File: src/rtl/gb_lock_pkg.sv
// Shared definitions for the 22-bit gearbox word-lock block: sync header
// codes, lock FSM state encoding, default thresholds and a header check.
package gb_lock_pkg;

    localparam logic [1:0] HDR_DATA = 2'b01;
    localparam logic [1:0] HDR_CTRL = 2'b10;

    localparam int GOOD_TO_LOCK_DEF  = 64;
    localparam int BAD_WINDOW_DEF    = 64;
    localparam int BAD_TO_UNLOCK_DEF = 16;
    localparam int SLIP_WAIT_DEF     = 24;

    typedef enum logic [1:0] {
        HUNT   = 2'b00,
        SLIP   = 2'b01,
        WAIT   = 2'b10,
        LOCKED = 2'b11
    } lock_state_t;

    // A sync header is legal only when its two bits differ.
    function automatic logic hdr_ok(input logic [1:0] hdr);
        return (hdr == HDR_DATA) || (hdr == HDR_CTRL);
    endfunction

endpackage

File: src/rtl/gb_lock_sat_cnt.sv
// Saturating up-counter with synchronous clear (priority) and a qualified
// increment. Width is sized to hold MAX exactly.
module gb_lock_sat_cnt
    import gb_lock_pkg::*;
#(
    parameter int MAX = 64
) (
    input  logic                       clk,
    input  logic                       arst_n,
    input  logic                       en,
    input  logic                       clr,
    input  logic                       inc,
    output logic [$clog2(MAX+1)-1:0]   cnt
);

    localparam int W = $clog2(MAX + 1);
    localparam logic [W-1:0] MAX_V = W'(MAX);

    logic [W-1:0] cnt_r;

    // Count register: clear wins, otherwise step up until MAX and stick.
    always_ff @(posedge clk or negedge arst_n) begin
        if (!arst_n) begin
            cnt_r <= {W{1'b0}};
        end else if (clr) begin
            cnt_r <= {W{1'b0}};
        end else if (en && inc && (cnt_r != MAX_V)) begin
            cnt_r <= cnt_r + W'(1'b1);
        end else begin
            cnt_r <= cnt_r;
        end
    end

    assign cnt = cnt_r;

endmodule

File: src/rtl/gearbox_22_lock.sv
// Word-boundary lock for the 20-to-22 gearbox output. Hunts for a run of
// legal sync headers, slipping the gearbox one bit at a time (odd toggle,
// plus a 2-bit drop on every second slip) until it locks, then forwards the
// payload and watches the header error rate in a sliding window.
// Optional build macro GB_LOCK_STATS_EN adds hdr_err_cnt and slip_cnt.
module gearbox_22_lock
    import gb_lock_pkg::*;
#(
    parameter int GOOD_TO_LOCK  = GOOD_TO_LOCK_DEF,
    parameter int BAD_WINDOW    = BAD_WINDOW_DEF,
    parameter int BAD_TO_UNLOCK = BAD_TO_UNLOCK_DEF,
    parameter int SLIP_WAIT     = SLIP_WAIT_DEF
) (
    input  logic        clk,
    input  logic        arst_n,
    input  logic [21:0] din,
    input  logic        din_valid,
    output logic        odd,
    output logic        drop2,
    output logic [19:0] dout,
    output logic        dout_ctrl,
    output logic        dout_valid,
    output logic        locked
`ifdef GB_LOCK_STATS_EN
    ,
    output logic [15:0] hdr_err_cnt,
    output logic [7:0]  slip_cnt
`endif
);

    localparam int GW = $clog2(GOOD_TO_LOCK + 1);
    localparam int WW = $clog2(BAD_WINDOW + 1);
    localparam int BW = $clog2(BAD_TO_UNLOCK + 1);
    localparam int SW = $clog2(SLIP_WAIT + 1);

    // Compare against threshold-1 so the word that reaches a threshold acts
    // on the same edge it is counted.
    localparam logic [GW-1:0] GOOD_LAST = GW'(GOOD_TO_LOCK - 1);
    localparam logic [WW-1:0] WIN_LAST  = WW'(BAD_WINDOW - 1);
    localparam logic [BW-1:0] BAD_LAST  = BW'(BAD_TO_UNLOCK - 1);
    localparam logic [SW-1:0] WAIT_LAST = SW'(SLIP_WAIT - 1);

    lock_state_t state_r;
    lock_state_t state_s;

    logic          hdr_good_s;
    logic [GW-1:0] good_cnt_r;
    logic [WW-1:0] win_cnt_r;
    logic [BW-1:0] bad_cnt_r;
    logic [SW-1:0] wait_cnt_r;
    logic good_clr_s, good_inc_s;
    logic win_clr_s,  win_inc_s;
    logic bad_clr_s,  bad_inc_s;
    logic wait_clr_s, wait_inc_s;

    logic        odd_r;
    logic        drop2_r;
    logic [19:0] dout_r;
    logic        dout_ctrl_r;
    logic        dout_valid_r;
    logic        locked_r;

    assign hdr_good_s = hdr_ok(din[1:0]);

    gb_lock_sat_cnt #(.MAX(GOOD_TO_LOCK)) u_good_cnt (
        .clk(clk), .arst_n(arst_n), .en(din_valid),
        .clr(good_clr_s), .inc(good_inc_s), .cnt(good_cnt_r)
    );

    gb_lock_sat_cnt #(.MAX(BAD_WINDOW)) u_win_cnt (
        .clk(clk), .arst_n(arst_n), .en(din_valid),
        .clr(win_clr_s), .inc(win_inc_s), .cnt(win_cnt_r)
    );

    gb_lock_sat_cnt #(.MAX(BAD_TO_UNLOCK)) u_bad_cnt (
        .clk(clk), .arst_n(arst_n), .en(din_valid),
        .clr(bad_clr_s), .inc(bad_inc_s), .cnt(bad_cnt_r)
    );

    gb_lock_sat_cnt #(.MAX(SLIP_WAIT)) u_wait_cnt (
        .clk(clk), .arst_n(arst_n), .en(din_valid),
        .clr(wait_clr_s), .inc(wait_inc_s), .cnt(wait_cnt_r)
    );

    // Lock FSM state register.
    always_ff @(posedge clk or negedge arst_n) begin
        if (!arst_n) begin
            state_r <= HUNT;
        end else begin
            state_r <= state_s;
        end
    end

    // Next state and counter controls; counters owned by other states are
    // held clear so every state is entered with fresh counts.
    always_comb begin
        state_s    = state_r;
        good_clr_s = 1'b0;
        good_inc_s = 1'b0;
        win_clr_s  = 1'b0;
        win_inc_s  = 1'b0;
        bad_clr_s  = 1'b0;
        bad_inc_s  = 1'b0;
        wait_clr_s = 1'b0;
        wait_inc_s = 1'b0;
        case (state_r)
            HUNT: begin
                win_clr_s  = 1'b1;
                bad_clr_s  = 1'b1;
                wait_clr_s = 1'b1;
                if (din_valid) begin
                    if (hdr_good_s) begin
                        good_inc_s = 1'b1;
                        if (good_cnt_r == GOOD_LAST) begin
                            state_s = LOCKED;
                        end else begin
                            state_s = HUNT;
                        end
                    end else begin
                        good_clr_s = 1'b1;
                        state_s    = SLIP;
                    end
                end else begin
                    state_s = HUNT;
                end
            end
            SLIP: begin
                // Single clock, taken whether or not a word is present.
                good_clr_s = 1'b1;
                win_clr_s  = 1'b1;
                bad_clr_s  = 1'b1;
                wait_clr_s = 1'b1;
                state_s    = WAIT;
            end
            WAIT: begin
                good_clr_s = 1'b1;
                win_clr_s  = 1'b1;
                bad_clr_s  = 1'b1;
                if (din_valid) begin
                    if (wait_cnt_r == WAIT_LAST) begin
                        wait_clr_s = 1'b1;
                        state_s    = HUNT;
                    end else begin
                        wait_inc_s = 1'b1;
                        state_s    = WAIT;
                    end
                end else begin
                    state_s = WAIT;
                end
            end
            LOCKED: begin
                good_clr_s = 1'b1;
                wait_clr_s = 1'b1;
                if (din_valid) begin
                    if (!hdr_good_s && (bad_cnt_r == BAD_LAST)) begin
                        // Unlock takes precedence over a coinciding window end.
                        win_clr_s = 1'b1;
                        bad_clr_s = 1'b1;
                        state_s   = SLIP;
                    end else if (win_cnt_r == WIN_LAST) begin
                        win_clr_s = 1'b1;
                        bad_clr_s = 1'b1;
                        state_s   = LOCKED;
                    end else begin
                        win_inc_s = 1'b1;
                        bad_inc_s = !hdr_good_s;
                        state_s   = LOCKED;
                    end
                end else begin
                    state_s = LOCKED;
                end
            end
            default: begin
                good_clr_s = 1'b1;
                win_clr_s  = 1'b1;
                bad_clr_s  = 1'b1;
                wait_clr_s = 1'b1;
                state_s    = HUNT;
            end
        endcase
    end

    // Registered outputs: slip controls move only when leaving SLIP, lock
    // tracks the next state, payload is captured for every locked word.
    always_ff @(posedge clk or negedge arst_n) begin
        if (!arst_n) begin
            odd_r        <= 1'b0;
            drop2_r      <= 1'b0;
            dout_r       <= 20'h00000;
            dout_ctrl_r  <= 1'b0;
            dout_valid_r <= 1'b0;
            locked_r     <= 1'b0;
        end else begin
            if (state_r == SLIP) begin
                // odd 0->1 is a 1-bit shift; odd 1->0 plus drop2 is net +1 too.
                odd_r   <= ~odd_r;
                drop2_r <= odd_r;
            end else begin
                odd_r   <= odd_r;
                drop2_r <= 1'b0;
            end
            locked_r <= (state_s == LOCKED);
            if ((state_r == LOCKED) && din_valid) begin
                dout_r       <= din[21:2];
                dout_ctrl_r  <= !hdr_good_s || (din[1:0] == HDR_CTRL);
                dout_valid_r <= 1'b1;
            end else begin
                dout_r       <= dout_r;
                dout_ctrl_r  <= dout_ctrl_r;
                dout_valid_r <= 1'b0;
            end
        end
    end

    assign odd        = odd_r;
    assign drop2      = drop2_r;
    assign dout       = dout_r;
    assign dout_ctrl  = dout_ctrl_r;
    assign dout_valid = dout_valid_r;
    assign locked     = locked_r;

`ifdef GB_LOCK_STATS_EN
    logic hdr_err_inc_s;
    logic slip_inc_s;

    assign hdr_err_inc_s = (state_r == LOCKED) && din_valid && !hdr_good_s;
    assign slip_inc_s    = (state_r != SLIP) && (state_s == SLIP);

    gb_lock_sat_cnt #(.MAX(65535)) u_hdr_err_cnt (
        .clk(clk), .arst_n(arst_n), .en(1'b1),
        .clr(1'b0), .inc(hdr_err_inc_s), .cnt(hdr_err_cnt)
    );

    gb_lock_sat_cnt #(.MAX(255)) u_slip_cnt (
        .clk(clk), .arst_n(arst_n), .en(1'b1),
        .clr(1'b0), .inc(slip_inc_s), .cnt(slip_cnt)
    );
`endif

endmodule

File: config.mk
export PLATFORM = sky130hd
export DESIGN_NAME = gearbox_22_lock
export DESIGN_NICKNAME = d
export VERILOG_FILES = /design/src/rtl/gb_lock_pkg.sv /design/src/rtl/gb_lock_sat_cnt.sv /design/src/rtl/gearbox_22_lock.sv
export SDC_FILE = /design/constraint.sdc
export NUM_CORES = 1
export LEC_CHECK = 0
export CAP_MARGIN = 20
export CORE_ASPECT_RATIO = 0.9
export CORE_MARGIN = 2
export CORE_UTILIZATION = 40
export CTS_BUF_LIST = sky130_fd_sc_hd__clkbuf_2 sky130_fd_sc_hd__clkbuf_4 sky130_fd_sc_hd__clkbuf_8
export DETAILED_ROUTE_END_ITERATION = 7
export HOLD_SLACK_MARGIN = 0.1
export PLACE_DENSITY = 0.75
export SETUP_SLACK_MARGIN = 0.2
export SKIP_CTS_REPAIR_TIMING = 1
export SYNTH_ARGS = -nofsm -noshare
export SYNTH_HDL_FRONTEND = slang
export SYNTH_HIERARCHICAL = 1
export SYNTH_SLANG_ARGS = --single-unit
File: constraint.sdc
create_clock -name clk -period 3.1 [get_ports clk]
set_clock_uncertainty 0.2 [all_clocks]
set_input_delay 0.62 -clock clk [delete_from_list [all_inputs] [get_ports clk]]
set_output_delay 0.62 -clock clk [all_outputs]
set_load 0.01 [all_outputs]
==> results of run 1 <==
==> worst max-delay path: cells and delay by family <==
kind	cells	cell delay [ns]
buf+inv	3	0.66
simple gates	5	0.87
compound gates	1	0.21
fa+ha+maj	1	0.36
==> worst max path at each step <==
| stage | to | cells after the start | slack [ns] |
|---|---|---|---|
| 2_1_floorplan | u_win_cnt/cnt[0] | 8 | 0.63 |
| 3_3_place_gp | u_win_cnt/cnt[0] | 10 | 0.13 |
| 3_5_place_dp | u_win_cnt/cnt[0] | 10 | 0.04 |
| 4_1_cts | u_win_cnt/cnt[0] | 10 | 0.35 |
| 5_1_grt | u_win_cnt/cnt[1] | 10 | 0.23 |
| 6_report | u_win_cnt/cnt[0] | 10 | 0.36 |
==> kinds of logic after synthesis <==
logic type / synth area share, %
compound gates: 10.5
mux: 12.5
xor+xnor: 0.324
simple gates: 21.0
fa+ha+maj: 4.17
flops: 47.2
buf+inv: 4.31
==> state kept, by name, summed over array words and instances, names as in the netlist <==
register and flops:
dout 20, u_good_cnt/cnt 7, u_win_cnt/cnt 7, u_bad_cnt/cnt 5, u_wait_cnt/cnt 5, state_r 2, dout_ctrl 1, dout_valid 1
drop2 1, locked 1, odd 1
==> metal layers <==
layer	wire length, um	vias to the layer above
met5	0	-
met4	48	0
met2	2460	71
met1	2720	1019
met3	379	6
li1	-	1010
==> synthesized netlist by cell type (3+ instances only) <==
cell type,number
a311oi_1,3
mux2_4,4
buf_2,3
dfrtp_1,51
or3_1,8
nand4_1,5
nand2_1,23
inv_1,19
mux2_2,20
a21oi_1,11
mux2i_1,4
nand3_1,7
nand3_2,4
nor2_1,10
ha_1,9
and3_1,4
nor4b_2,3
nor2b_1,3
o21ai_0,10
a41o_1,3
and4b_1,6
==> power by group <==
group,internal [mW],switching [mW]
logic,0.527,0.393
clock network,0.182,0.219
registers,0.844,0.120
==> layout make-up <==
type                       instances  area, sq um  area share (%)
tap                               90          113            3.26
timing repair buffer              62          586            16.9
clock buffer                       6         82.6            2.39
clock inverter                     2         16.3           0.471
multi-input combinational        164         1310            37.9
sequential                        51         1280            36.9
inverter                          20         75.1            2.17
==> through the flow <==
step           hold slack (ns)  power, mW  instances  setup slack, ns
2_1_floorplan            0.124       1.43        241            0.627
3_3_place_gp             0.264       1.87        386            0.128
3_5_place_dp             0.294       1.91        386           0.0396
5_1_grt                  0.328       2.43        395            0.234
4_1_cts                 0.0338       2.31        394            0.353
6_report                 0.309       2.28        395            0.356
==> flow_summary.yaml, run 1 <==
status:
  outcome: "completed"
sta:
  hold_viol: 0
  rsz0062_at_grt: "no"
  max_freq_ghz: 0.364
  period_minus_slack_ns: 2.74
  setup-violations-final: 0
  finalCritPeriodShare_pct: 88.5
  tns_ns: 0
  relSlewSlack_pct: 73.6
  tightest_slew_ns: 0.396
  slew_viol_final: 0
setup_path:
  rr_startpoint: "u_win_cnt/cnt[3]"
  arrival_ns: 2.72
  cp.required_ns: 3.08
  critPathCaptureType: "flop"
  r2r-end: "u_win_cnt/cnt[0]"
  cp_slowest_stage_delay_ns: 0.52
  crit_chain: "clkdlybuf4s50_1, inv_1, ha_1, nand2b_1, o22ai_1, nor2_1, buf_4, nand2_1, nor4_1, or4_1"
  critPathLaunch: "din[1]"
  cp_max_fo: 5
  crit_type: "in2reg"
  worst_r2r_path_depth: 7
  cp_slowest_cell: "or4_1"
  start_kind: "input pin"
  reg2reg_slack_ns: 0.98
yosys:
  synth_largest_area_cell: "dfrtp_1"
  avgSynthCellArea_sq_um: 11.2
  syn_inst: 241
  synth_area_sq_um: 2700
  seq_area_frac_synth_pct: 47.2
  ys_seq_elements: 51
  yosysWarnings: 6
  yosys_most_used_dff: "dfrtp_1"
  synth_fp_nets: 275
  ys_types: 43
  ys_top_cells_by_area: "dfrtp_1 47%, mux2_2 8.3%, ha_1 4.2%, nand2_1 3.2%, inv_1 2.6%"
  synth-edff-count: 0
  synth_top_area_share_pct: 47.2
  async_reset_ff_share_pct: 100
global_route:
  grt_max_degree: 24
  grtUsageMet2_pct: 24.8
  grt_pass1_wl_um: 9340
  grtUsageTotal_pct: 15.6
  grt_pass1_vias: 1989
  gr-usage-met3_pct: 3.85
  grt_busiest_layer: "met2"
  overflow: 0
  antenna_found_initial: 0
  grt_use_met1_pct: 21.2
min_path:
  hold_end: "dout[11]"
  worstHoldPathType: "reg2reg"
  hold_start: "dout[11]"
  hold_depth: 1
placement:
  portBuffers: 49
  place.gp.congestion: 0.843
  place_hpwl_um: 4220
  placed_area_sq_um: 3350
final_layout:
  drive_above_1_share_pct: 20.0
  final_cell_mix: "51 x dfrtp_1, 48 x clkdlybuf4s50_1, 23 x nand2_1"
  layout.nets: 338
  area_delta_synth_final_pct: 28.0
  fin_area_sq_um: 3460
  final.fill_count: 591
  final_util_pct: 52.8
  antenna_cells: 0
  final_common_cell: "dfrtp_1"
route:
  drtAntennaViolNets: 0
  drtIter0Drc: 89
  dr.pass1.iters: 4
  avgViaCountPerCell: 5.33
  wl_per_cell_um: 14.2
  totalWireLength_um: 5610
  drc_errors: 0
  vias: 2106
job:
  cap_violations: 0
floorplan:
  core_sq_um: 6550
  ioPinCount: 50
  die_area_sq_um: 7430
  initial_utilization_pct: 41.2
  num_rows: 28
  die_w_um: 90.6
  die_height_um: 82.0
power:
  peakVddDrop_uv: 204
  cellPowerDensity_nw_per_um2: 661
  leakagePower_nw: 1.50
clock_tree:
  numCtsBuffers: 5
  clock_latency_ns: 0.30
  clk_pin_slew_worst_paths_ns: 0.09
  clkSinkCount: 51
  root_buffer: "clkbuf_8"
  htreeDepth: 2
  cts_tree: "done"
  clockBufferDepth: 2
Power figures use the tool's default switching activity.
==> run 2: changes to the inputs <==
- SKIP_LAST_GASP: not set -> 1
==> results of run 2 <==
Same layout as run 1: the final DEF is identical, and so are final timing and power.
